## config.mk

```make
export PLATFORM = sky130hd
export DESIGN_NAME = uart_rx_cfg
export DESIGN_NICKNAME = d
export VERILOG_FILES = /design/src/rtl/uart_pkg.sv /design/src/rtl/uart_sync2.sv /design/src/rtl/uart_rx_cfg.sv
export SDC_FILE = /design/constraint.sdc
export NUM_CORES = 1
export LEC_CHECK = 0
export CAP_MARGIN = 20
export CORE_UTILIZATION = 45
export CTS_CLUSTER_DIAMETER = 80
export DETAILED_ROUTE_END_ITERATION = 10
export GPL_TIMING_DRIVEN = 0
export HOLD_SLACK_MARGIN = 0.12
export PLACE_DENSITY = 0.78
export SETUP_SLACK_MARGIN = 0.5
export SLEW_MARGIN = 10
export SYNTH_ARGS = -nofsm -noshare
export SYNTH_HDL_FRONTEND = slang
export SYNTH_HIERARCHICAL = 1
export SYNTH_SLANG_ARGS = --single-unit
```

## constraint.sdc

```tcl
create_clock -name i_clock -period 1.5 [get_ports i_clock]
set_input_delay 0.3 -clock i_clock [delete_from_list [all_inputs] [get_ports i_clock]]
set_output_delay 0.3 -clock i_clock [all_outputs]
set_load 0.02 [all_outputs]
```

## src/rtl/uart_pkg.sv

```systemverilog
// Shared UART definitions: state encodings, parity modes, tick counter sizing.
// Latency: n/a (constants and a constant function only).
// Backpressure: n/a.
package uart_pkg;

  // Receiver state encodings
  localparam int ST_IDLE   = 0;
  localparam int ST_START  = 1;
  localparam int ST_DATA   = 2;
  localparam int ST_PARITY = 3;
  localparam int ST_STOP   = 4;

  // Runtime parity modes; 2'b11 is reserved and behaves like PAR_NONE
  localparam logic [1:0] PAR_NONE = 2'b00;
  localparam logic [1:0] PAR_EVEN = 2'b01;
  localparam logic [1:0] PAR_ODD  = 2'b10;

  // Width of a counter that spans 0..sb_tick-1
  function automatic int tick_cnt_width(input int sb_tick);
    return (sb_tick > 1) ? $clog2(sb_tick) : 1;
  endfunction

endpackage

```

## src/rtl/uart_sync2.sv

```systemverilog
// Two-flop synchroniser for an asynchronous single-bit input, reset to RST_VAL.
// Latency: 2 i_clock cycles from i_d to o_q.
// Backpressure: none; free-running.
// Ports: i_clock, i_reset (sync, active-high), i_d (async in), o_q (synchronised out).
module uart_sync2 #(
  parameter logic RST_VAL = 1'b1
) (
  input  logic i_clock,
  input  logic i_reset,
  input  logic i_d,
  output logic o_q
);

  logic meta_q;

  always_ff @(posedge i_clock) begin
    if (i_reset) begin
      meta_q <= RST_VAL;
      o_q    <= RST_VAL;
    end else begin
      meta_q <= i_d;
      o_q    <= meta_q;
    end
  end

endmodule

```

## src/rtl/uart_rx_cfg.sv

```systemverilog
// UART receiver: DBIT data bits LSB first, runtime parity (none/even/odd), 1 or 2 stop bits.
// Latency: 2-cycle input sync; o_rx_done_tick the cycle after the tick that samples the last stop bit.
// Backpressure: none; each frame is delivered once, consumer must take it on o_rx_done_tick.
// Ports: i_clock, i_reset (sync, active-high), i_rx (async line, idle high), i_s_tick (oversample tick),
//        i_parity_mode, i_two_stop (latched at frame start); o_rx_done_tick, o_data, o_parity_err,
//        o_frame_err (held until next done), o_busy (not IDLE).
// Build option: UART_RX_MAJORITY_EN votes each bit over counts SB_TICK/2-1..SB_TICK/2+1 and
//               moves every decision (and done) one tick later.
module uart_rx_cfg
  import uart_pkg::*;
#(
  parameter int DBIT     = 8,
  parameter int SB_TICK  = 16,
  parameter int NB_STATE = 3
) (
  input  logic            i_clock,
  input  logic            i_reset,
  input  logic            i_rx,
  input  logic            i_s_tick,
  input  logic [1:0]      i_parity_mode,
  input  logic            i_two_stop,
  output logic            o_rx_done_tick,
  output logic [DBIT-1:0] o_data,
  output logic            o_parity_err,
  output logic            o_frame_err,
  output logic            o_busy
);

  localparam int CW = tick_cnt_width(SB_TICK);
  localparam int IW = (DBIT > 1) ? $clog2(DBIT) : 1;
`ifdef UART_RX_MAJORITY_EN
  localparam int DEC_CNT = SB_TICK / 2 + 1;
`else
  localparam int DEC_CNT = SB_TICK / 2;
`endif
  localparam logic [CW-1:0] CNT_DEC  = CW'(DEC_CNT);
  localparam logic [CW-1:0] CNT_END  = CW'(SB_TICK - 1);
  localparam logic [IW-1:0] IDX_LAST = IW'(DBIT - 1);

  typedef enum logic [NB_STATE-1:0] {
    S_IDLE   = NB_STATE'(ST_IDLE),
    S_START  = NB_STATE'(ST_START),
    S_DATA   = NB_STATE'(ST_DATA),
    S_PARITY = NB_STATE'(ST_PARITY),
    S_STOP   = NB_STATE'(ST_STOP)
  } state_t;

  state_t          state_q, state_d;
  logic [CW-1:0]   cnt_q, cnt_d;
  logic [IW-1:0]   idx_q, idx_d;
  logic [DBIT-1:0] shreg_q, shreg_d;
  logic [1:0]      mode_q, mode_d;
  logic            two_q, two_d;
  logic            stop2_q, stop2_d;     // currently in the second stop bit
  logic            perr_q, perr_d;       // parity result of the frame in flight
  logic            ferr_q, ferr_d;       // a stop bit already sampled low
  logic [DBIT-1:0] data_q, data_d;
  logic            perr_out_q, perr_out_d;
  logic            ferr_out_q, ferr_out_d;
  logic            done_q, done_d;

  logic rx_s;
  logic bit_val;
  logic at_dec;
  logic at_end;
  logic par_en;

  uart_sync2 #(.RST_VAL(1'b1)) u_sync (
    .i_clock (i_clock),
    .i_reset (i_reset),
    .i_d     (i_rx),
    .o_q     (rx_s)
  );

`ifdef UART_RX_MAJORITY_EN
  // Two early samples; the third vote is the live rx_s at the decision tick.
  logic s0_q, s1_q;

  always_ff @(posedge i_clock) begin
    if (i_reset) begin
      s0_q <= 1'b1;
      s1_q <= 1'b1;
    end else if (i_s_tick) begin
      if (cnt_q == CW'(SB_TICK / 2 - 1)) s0_q <= rx_s;
      if (cnt_q == CW'(SB_TICK / 2))     s1_q <= rx_s;
    end
  end

  assign bit_val = (s0_q & s1_q) | (s0_q & rx_s) | (s1_q & rx_s);
`else
  assign bit_val = rx_s;
`endif

  assign at_dec = i_s_tick && (cnt_q == CNT_DEC);
  assign at_end = i_s_tick && (cnt_q == CNT_END);
  assign par_en = (mode_q == PAR_EVEN) || (mode_q == PAR_ODD);

  always_comb begin
    state_d    = state_q;
    cnt_d      = cnt_q;
    idx_d      = idx_q;
    shreg_d    = shreg_q;
    mode_d     = mode_q;
    two_d      = two_q;
    stop2_d    = stop2_q;
    perr_d     = perr_q;
    ferr_d     = ferr_q;
    data_d     = data_q;
    perr_out_d = perr_out_q;
    ferr_out_d = ferr_out_q;
    done_d     = 1'b0;

    if (i_s_tick && (state_q != S_IDLE))
      cnt_d = at_end ? '0 : cnt_q + 1'b1;

    case (state_q)
      S_IDLE: begin
        cnt_d = '0;
        if (!rx_s) begin
          state_d = S_START;
          mode_d  = i_parity_mode;
          two_d   = i_two_stop;
          stop2_d = 1'b0;
          perr_d  = 1'b0;
          ferr_d  = 1'b0;
        end
      end
      S_START: begin
        // Line back high mid start bit: noise, drop silently
        if (at_dec && bit_val) begin
          state_d = S_IDLE;
          cnt_d   = '0;
        end else if (at_end) begin
          state_d = S_DATA;
          idx_d   = '0;
        end
      end
      S_DATA: begin
        if (at_dec)
          shreg_d = {bit_val, shreg_q[DBIT-1:1]};
        if (at_end) begin
          if (idx_q == IDX_LAST)
            state_d = par_en ? S_PARITY : S_STOP;
          else
            idx_d = idx_q + 1'b1;
        end
      end
      S_PARITY: begin
        if (at_dec)
          perr_d = (mode_q == PAR_ODD) ? ~(^shreg_q ^ bit_val) : (^shreg_q ^ bit_val);
        if (at_end)
          state_d = S_STOP;
      end
      S_STOP: begin
        if (at_dec) begin
          if (stop2_q || !two_q) begin
            // Final stop bit: publish and leave mid-bit so a following start edge is caught
            data_d     = shreg_q;
            perr_out_d = perr_q;
            ferr_out_d = ferr_q | ~bit_val;
            done_d     = 1'b1;
            state_d    = S_IDLE;
            cnt_d      = '0;
          end else begin
            ferr_d = ferr_q | ~bit_val;
          end
        end else if (at_end) begin
          stop2_d = 1'b1;
        end
      end
      default: begin
        state_d = S_IDLE;
        cnt_d   = '0;
      end
    endcase
  end

  always_ff @(posedge i_clock) begin
    if (i_reset) begin
      state_q    <= S_IDLE;
      cnt_q      <= '0;
      idx_q      <= '0;
      shreg_q    <= '0;
      mode_q     <= PAR_NONE;
      two_q      <= 1'b0;
      stop2_q    <= 1'b0;
      perr_q     <= 1'b0;
      ferr_q     <= 1'b0;
      data_q     <= '0;
      perr_out_q <= 1'b0;
      ferr_out_q <= 1'b0;
      done_q     <= 1'b0;
    end else begin
      state_q    <= state_d;
      cnt_q      <= cnt_d;
      idx_q      <= idx_d;
      shreg_q    <= shreg_d;
      mode_q     <= mode_d;
      two_q      <= two_d;
      stop2_q    <= stop2_d;
      perr_q     <= perr_d;
      ferr_q     <= ferr_d;
      data_q     <= data_d;
      perr_out_q <= perr_out_d;
      ferr_out_q <= ferr_out_d;
      done_q     <= done_d;
    end
  end

  assign o_rx_done_tick = done_q;
  assign o_data         = data_q;
  assign o_parity_err   = perr_out_q;
  assign o_frame_err    = ferr_out_q;
  assign o_busy         = (state_q != S_IDLE);

endmodule
```

==> results.cfg, run 1 <==
[clock_network]
h-tree-depth = 2
cts_buffer_depth = 2
cts_tree = done
cts-root-buf = clkbuf_8
cts-buffers-inserted = 5
clk_pin_slew_ns = 0.07
numClockSinks = 37
clkLatencyLatePin_ns = 0.30
hold_buffers = 0

[timing]
finalWorstSetupSlack_ns = -0.0829
hold_viol = 0
post-route-period-util_pct = 106
slew_headroom_pct = 68.2
rsz0062_at_grt = yes
period_minus_slack_ns = 1.58
worstMarginPinSlew_ns = 0.477
drv_slew = 0
max_freq_ghz = 0.632
worst_clock_skew_ns = 0.00613
final-setup-viol-count = 28
whs_ns = 0.407

[floorplan]
die-width_microns = 64.1
io_pins = 19
rows = 22
die-area_sq_um = 4110
coreArea_sq_um = 3690
initial_core_util_pct = 47.0
chipHeight_microns = 64.1

[final_layout]
drive_gt1_share_pct = 44.3
diodes = 0
finalInstanceArea_sq_um = 2430
syn_to_final_growth_pct = 40.3
fin_cells = 292
fin_nets = 255

[synth]
ys_seq_area_share_pct = 42.7
synth_largest_area_cell = dfxtp_1
synth_cell_types = 42
async_reset_ff_share_pct = 0
ys_top_cells_by_area = dfxtp_1 (43%), mux2i_1 (7.5%), nor2_1 (5.8%)
synth_area_per_cell_sq_um = 8.81
syn_area_sq_um = 1740
netlist_instances = 197
synth_seq_cells = 37
yosysMostFrequentCell = dfxtp_1
yosys_warnings = 6
synth_top_area_share_pct = 42.7
mappedNetlistNets = 209
synth_common_cells = dfxtp_1 (37), nor2_1 (27), nand2_1 (22)
synth_ff_type = dfxtp_1
synth_edf_count = 0

[placement]
gp_congestion = 0.825
dp.cells = 263
dpl-instance-area_sq_um = 2020
dp_hpwl_mm = 2.28
io_buffers = 18

[run_status]
outcome = complete, but fails checks
violations = negative setup slack

[routing]
vias = 1489
drt_pass1_iterations = 4
routed_wl_mm = 3.90
drc = 0
drt_iter0_drc = 47
routedWlPerCell_microns = 13.3
antenna_left = 0
vias_per_cell = 5.10

[worst_setup_path]
cp-startpoint = state_q[2]$_SDFFE_PP0P_
r2r_start = cnt_q[0]$_SDFF_PP0_
cp.required_ns = 1.20
arrival_ns = 1.28
cp-end-kind = output port
startpoint_type = register
path_max_fanout = 5
critical_path_class = register to output port

[global_route]
grt_max_degree = 13
gr-usage-met2_pct = 31.5
grt_overflow = 0
grt_use_met3_pct = 5.18
met1_usage_pct = 23.6
grt_pass1_vias = 1408
grt_pass1_wl_mm = 6.24
grt_use_total_pct = 20.4
top_usage_layer = met2
antenna_found_initial = 0

[power]
power_leakage_nw = 0.998
peakVddDrop_uv = 518
powerDensity_nw_per_um2 = 767

[job]
max_cap_viol_count = 0

[hold_path]
holdCritStartpoint = u_sync/meta_q$_SDFF_PP1_
hp-class = register to register
layout make-up:
cell class	count	area (sq um)
Fill cell	290	1250
Multi-Input combinational cell	144	1050
Sequential cell	37	762
Timing Repair Buffer	39	367
Buffer	11	92.6
Clock buffer	5	68.8
Tap cell	48	60.1
Inverter	5	18.8
Clock inverter	3	17.5
through the flow:
step                      util [%]  setup slack (ns)  setup TNS, ns  power, W
after floorplan                  -           -0.0412        -0.0566   0.00111
after global placement        54.7            -0.595         -14.28   0.00115
after detailed placement      54.7            -0.663         -14.93   0.00115
after CTS                     63.6           -0.0743          -1.06   0.00185
after global routing          66.0            -0.165          -3.61   0.00193
final                         66.0           -0.0829          -1.31   0.00187
layout by cell type (no fill, tap or decap), drive strengths merged, types with 2 or more instances in the layout:
| master | count |
|---|---|
| inv | 5 |
| dfxtp | 37 |
| clkinv | 2 |
| nor2 | 27 |
| o21bai | 2 |
| nand3 | 3 |
| or3 | 2 |
| or2 | 2 |
| nand2 | 22 |
| xor2 | 2 |
| nand2b | 7 |
| a211oi | 2 |
| buf | 37 |
| nor3 | 8 |
| o21ai | 3 |
| mux2i | 13 |
| nand4 | 2 |
| and2 | 4 |
| clkbuf | 12 |
| ha | 5 |
| a21oi | 18 |
| xnor2 | 8 |
| clkdlybuf4s50 | 5 |
kinds of logic (layout without fill, tap and decap cells):
logic type / Yosys count / after routing / share of synthesized area, %
fa+ha+maj: 5 / 5 / 3.60
flops: 37 / 37 / 42.7
buf+inv: 16 / 63 / 4.47
mux: 13 / 13 / 7.50
simple gates: 84 / 84 / 24.4
compound gates: 31 / 31 / 11.0
xor+xnor: 11 / 11 / 6.34
final timing paths:
check / to / slack, ns / cells after the start
setup / recovery: o_busy / -0.08 / 3
hold / removal: u_sync/o_q$_SDFF_PP1_ / 0.41 / 1
setup reg to reg: cnt_q[3]$_SDFF_PP0_ / -0.08 / 7
hold reg to reg: u_sync/o_q$_SDFF_PP1_ / 0.41 / 1
flip-flops by register name, summed over array words and instances (netlist names), 2 cells and up:
signal / count
mode_q: 2
state_q: 3
idx_q: 3
shreg_q: 8
cnt_q: 4
o_data: 8
report_power, final:
part	switching (W)	internal, W	leakage [nW]
clock	0.000371	0.000320	0.0439
sequential	0.00000572	0.000990	0.307
combinational	0.0000924	0.0000875	0.646
total	0.000469	0.00140	0.998
per-layer routing:
layer	share of wire [%]	wire [microns]
met1	44	1720
met2	49	1910
met3	3.1	119
met4	3.7	145
met5	0	0
timing repair:
action / in CTS / in global routing
pin swaps: 22 / 4
buffers inserted: 14 / 7
gates resized for setup: 114 / 19
setup endpoints to repair: 47 / 47
critical path, cell delays in order (launching register included):
cell	delay (ns)
dfxtp_2	0.32
buf_6	0.11
or3_4	0.40
buf_6	0.15
Power figures use the tool's default switching activity.
==> inputs of run 2 (changes only) <==
--- a/config.mk
+++ b/config.mk
@@ -6,6 +6,7 @@
 export NUM_CORES = 1
 export LEC_CHECK = 0
 export CAP_MARGIN = 20
+export CORE_MARGIN = 8
 export CORE_UTILIZATION = 45
 export CTS_CLUSTER_DIAMETER = 80
 export DETAILED_ROUTE_END_ITERATION = 10
==> results.cfg, run 2 (synthesized netlist as in run 1, its figures left out) <==
[timing]
slew_headroom_pct = 74.4
rsz0062_at_grt = yes
period_minus_slack_ns = 1.61
post-route-period-util_pct = 107
tns_ns = -0.983
worstMarginPinSlew_ns = 0.381
hold_viol = 0
finalWorstSetupSlack_ns = -0.107
drv_slew = 0
final-setup-viol-count = 19
max_freq_ghz = 0.622
worst_clock_skew_ns = 0.00892
whs_ns = 0.407

[worst_setup_path]
path_max_fanout = 8
slowest_delay_ns = 0.37
arrival_ns = 1.78
r2r_setup_slack_ns = -0.11
cp_slowest_cell = or3_4
startpoint_type = register
cp.required_ns = 1.68
worstReg2RegEnd = shreg_q[6]$_SDFFE_PP0P_
cp_cell_sequence = inv_2, ha_4, nand4b_1, buf_4, or3_4, buf_8, nand2_1, a21oi_2
critical_path_class = register to register
r2r_start = cnt_q[1]$_SDFF_PP0_
r2r_cells = 8
cp-end-kind = register

[power]
peakVddDrop_uv = 674
power_w = 0.00206
powerDensity_nw_per_um2 = 831
power_leakage_nw = 0.976

[hold_path]
hp-class = register to register
hold_depth = 1
holdCritStartpoint = u_sync/meta_q$_SDFF_PP1_
min_to = u_sync/o_q$_SDFF_PP1_

[floorplan]
die-width_microns = 78.1
initial_core_util_pct = 47.0
die-area_sq_um = 6100
rows = 22
coreArea_sq_um = 3690
chipHeight_microns = 78.1
io_pins = 19

[clock_network]
h-tree-depth = 2
cts_tree = done
cts-buffers-inserted = 5
numClockSinks = 37
cts-root-buf = clkbuf_8
cts_buffer_depth = 2
hold_buffers = 0
clkLatencyLatePin_ns = 0.29
clk_pin_slew_ns = 0.08

[routing]
drt_iter0_drc = 94
drt_pass1_iterations = 4
routedWlPerCell_microns = 14.0
drc = 0
routed_wl_mm = 4.02
antenna_left = 0
vias_per_cell = 5.22
vias = 1499

[placement]
dp_hpwl_mm = 2.40
gp_congestion = 0.820
io_buffers = 18
dpl-instance-area_sq_um = 2020

[run_status]
violations = negative setup slack
outcome = complete, but fails checks

[global_route]
grt_max_degree = 14
grt_pass1_vias = 1464
grt_overflow = 0
antenna_found_initial = 0
grt_use_total_pct = 12.4
grt_pass1_wl_mm = 6.28

[final_layout]
final_cell_mix = nor2_1 (24), dfxtp_1 (23), buf_6 (21), nand2_1 (17), dfxtp_2 (14)
fin_nets = 250
finalInstanceArea_sq_um = 2470
drive_gt1_share_pct = 44.8
diodes = 0
syn_to_final_growth_pct = 42.6
fillers = 288
final_common_cell = nor2_1

[job]
max_cap_viol_count = 0
[run 2: changes by cell type in the layout (fill, tap and decap cells not counted), moves of 4 or more]
cell	delta
a21oi_1	-4
nand2_1	+4
buf_4	-6
a21oi_2	+4
nand2_2	-4
[run 2: report_power, final]
part	internal [W]	switching, W	total, W
clock	0.000497	0.000367	0.000865
combinational	0.0000951	0.0000999	0.000195
sequential	0.000990	0.00000636	0.000996
total	0.00158	0.000474	0.00206
[run 2: worst max-delay path, delay by kind of cell, from the launching register on]
family | cells | cell delay, ns
AOI/OAI and AO/OA | 1 | 0.05
buffers and inverters | 3 | 0.40
DFF | 1 | 0.33
and+or+nand+nor | 3 | 0.59
adders and majority gates | 1 | 0.12
[run 2: per-layer routing]
layer  wire length (microns)  up-vias  GRT usage [%]
met5                       0        -              0
met4                      48        0           5.19
met3                     140        6           3.19
met2                    2060       30           21.5
met1                    1770      718           14.0
li1                        -      745              -
[run 2: worst max path at each step]
stage	start	to	slack, ns	cells after the start
4_1_cts	cnt_q[1]$_SDFF_PP0_	shreg_q[6]$_SDFFE_PP0P_	-0.07	8
2_1_floorplan	state_q[2]$_SDFFE_PP0P_	stop2_q$_SDFFE_PP0P_	-0.04	7
5_1_grt	cnt_q[1]$_SDFF_PP0_	shreg_q[5]$_SDFFE_PP0P_	-0.15	8
3_3_place_gp	i_reset	o_data[6]$_SDFFE_PP0P_	-0.57	5
3_5_place_dp	i_reset	o_parity_err$_SDFFE_PP0P_	-0.59	5
6_report	cnt_q[1]$_SDFF_PP0_	shreg_q[6]$_SDFFE_PP0P_	-0.11	8
[run 2: repair_timing]
action	in CTS	in global routing
resized for setup	114	25
gates cloned	1	0
pin swaps	13	19
setup buffers	10	5
endpoints found under the setup margin	47	47
[run 2: area by class of cell]
| class | instances | area [sq um] | area share (%) |
|---|---|---|---|
| flip-flops and latches | 37 | 758 | 30.6 |
| clock inverters | 3 | 46.3 | 1.87 |
| well taps | 48 | 60.1 | 2.43 |
| multi-input cells | 144 | 1090 | 44.2 |
| repair buffers | 34 | 337 | 13.6 |
| inverters | 5 | 18.8 | 0.758 |
| clock buffers | 5 | 68.8 | 2.78 |
| plain buffers | 11 | 91.3 | 3.69 |
[run 2: through the flow]
stage          std cells  setup WS, ns  utilization (%)
2_1_floorplan        197       -0.0412                -
3_3_place_gp         263        -0.570             54.7
3_5_place_dp         263        -0.586             54.7
4_1_cts              282       -0.0738             63.6
5_1_grt              287        -0.153             67.1
6_report             287        -0.107             67.1
==> inputs of run 3 (changes only) <==
--- a/config.mk
+++ b/config.mk
@@ -6,8 +6,9 @@
 export NUM_CORES = 1
 export LEC_CHECK = 0
 export CAP_MARGIN = 20
-export CORE_MARGIN = 8
+export CORE_MARGIN = 10
 export CORE_UTILIZATION = 45
+export CTS_BUF_LIST = sky130_fd_sc_hd__clkbuf_4 sky130_fd_sc_hd__clkbuf_8
 export CTS_CLUSTER_DIAMETER = 80
 export DETAILED_ROUTE_END_ITERATION = 10
 export GPL_TIMING_DRIVEN = 0
==> results.cfg, run 3 (synthesized netlist as in run 1, its figures left out) <==
[run_status]
outcome = complete, but fails checks
violations = negative setup slack

[routing]
drt_pass1_iterations = 4
drc = 0
routedWlPerCell_microns = 15.5
antenna_left = 0
drt_iter0_drc = 85
vias_per_cell = 5.31
vias = 1560
routed_wl_mm = 4.56

[global_route]
grt_use_total_pct = 13.5
grt_max_degree = 14
grt_pass1_vias = 1501
grt_overflow = 0
grt_pass1_wl_mm = 7.07
antenna_found_initial = 0

[clock_network]
cts_tree = done
cts-buffers-inserted = 5
clk_pin_slew_ns = 0.08
cts-root-buf = clkbuf_8
cts_buffer_depth = 2
hold_buffers = 0
h-tree-depth = 2
numClockSinks = 37
clkLatencyLatePin_ns = 0.30

[power]
power_leakage_nw = 1.05
power_w = 0.00224
peakVddDrop_uv = 594
powerDensity_nw_per_um2 = 869

[final_layout]
diodes = 0
fin_nets = 257
final_cell_mix = nor2_1 (23), buf_6 (19), buf_4 (19), dfxtp_1 (19), dfxtp_2 (18)
syn_to_final_growth_pct = 48.4
drive_gt1_share_pct = 45.9
final_common_cell = nor2_1

[placement]
pre_cts_ws_ns = -0.599
dp_hpwl_mm = 2.40
gp_congestion = 0.838
io_buffers = 18

[worst_setup_path]
cpMostUsedCell = buf_4
cp_slowest_cell = dfxtp_2
critical_path_class = register to register
cp-end-kind = register
path_max_fanout = 7
slowest_delay_ns = 0.33
startpoint_type = register
cp.required_ns = 1.73
cp_cell_sequence = inv_2, ha_4, nand4b_1, buf_4, buf_4, nor3_4, buf_6, nand2_2, a21oi_2
arrival_ns = 1.87

[timing]
post-route-period-util_pct = 109
finalWorstSetupSlack_ns = -0.142
worstMarginPinSlew_ns = 0.520
final-setup-viol-count = 31
hold_viol = 0
max_freq_ghz = 0.609
rsz0062_at_grt = yes
whs_ns = 0.412
drv_slew = 0
slew_headroom_pct = 65.3
period_minus_slack_ns = 1.64
worst_clock_skew_ns = 0.0115

[job]
max_cap_viol_count = 0

[floorplan]
io_pins = 19
die-area_sq_um = 6740
initial_core_util_pct = 47.0
chipHeight_microns = 82.1
die-width_microns = 82.1
rows = 22
coreArea_sq_um = 3690

[hold_path]
hp-class = register to register
[run 3: worst max-delay path, delay by kind of cell, from the launching register on]
family                     cells  cell delay (ns)
DFF                            1             0.33
adders and majority gates      1             0.12
buffers and inverters          4             0.54
and+or+nand+nor                3             0.42
AOI/OAI and AO/OA              1             0.14
[run 3: final cells by class]
| cell class | instances | area [sq um] |
|---|---|---|
| buffer | 11 | 93.8 |
| clock buffer | 5 | 68.8 |
| clock inverter | 3 | 68.8 |
| fill | 257 | 1110 |
| inverter | 5 | 18.8 |
| multi-input combinational | 144 | 1100 |
| sequential | 37 | 763 |
| tap | 48 | 60.1 |
| timing repair buffer | 41 | 405 |
[run 3: final timing paths]
kind | from | endpoint | slack (ns) | cells after the start
max | cnt_q[0]$_SDFF_PP0_ | shreg_q[2]$_SDFFE_PP0P_ | -0.14 | 9
min reg2reg | u_sync/meta_q$_SDFF_PP1_ | u_sync/o_q$_SDFF_PP1_ | 0.41 | 1
min | u_sync/meta_q$_SDFF_PP1_ | u_sync/o_q$_SDFF_PP1_ | 0.41 | 1
max reg2reg | cnt_q[0]$_SDFF_PP0_ | shreg_q[2]$_SDFFE_PP0P_ | -0.14 | 9
[run 3: metal layers]
metal | vias to the layer above | wire length [microns] | GRT usage, %
met5 | - | 0 | 0
met4 | 0 | 133 | 6.12
met1 | 746 | 1870 | 15.0
met2 | 40 | 2290 | 22.8
met3 | 14 | 270 | 4.64
li1 | 760 | - | -
[run 3: through the flow]
step           cell area (sq um)  utilization (%)  TNS [ns]  cells
2_1_floorplan               1780                -   -0.0566    197
3_3_place_gp                2020             54.7    -13.67    263
3_5_place_dp                2020             54.7    -14.16    263
4_1_cts                     2470             66.9    -0.980    290
5_1_grt                     2570             69.8     -3.97    294
6_report                    2570             69.8     -1.66    294
[run 3: repair_timing]
action / 4_1_cts / 5_1_grt
buffers inserted: 18 / 4
gates cloned: 1 / 0
gates resized for setup: 118 / 24
pin swaps: 23 / 10
endpoints found under the setup margin: 47 / 47
[run 3: where the power goes]
group          leakage (nW)  total (W)  switching (W)  internal, W
logic                 0.672   0.000189      0.0000993    0.0000896
registers             0.308   0.000997     0.00000686     0.000990
clock network        0.0687    0.00105       0.000384     0.000669
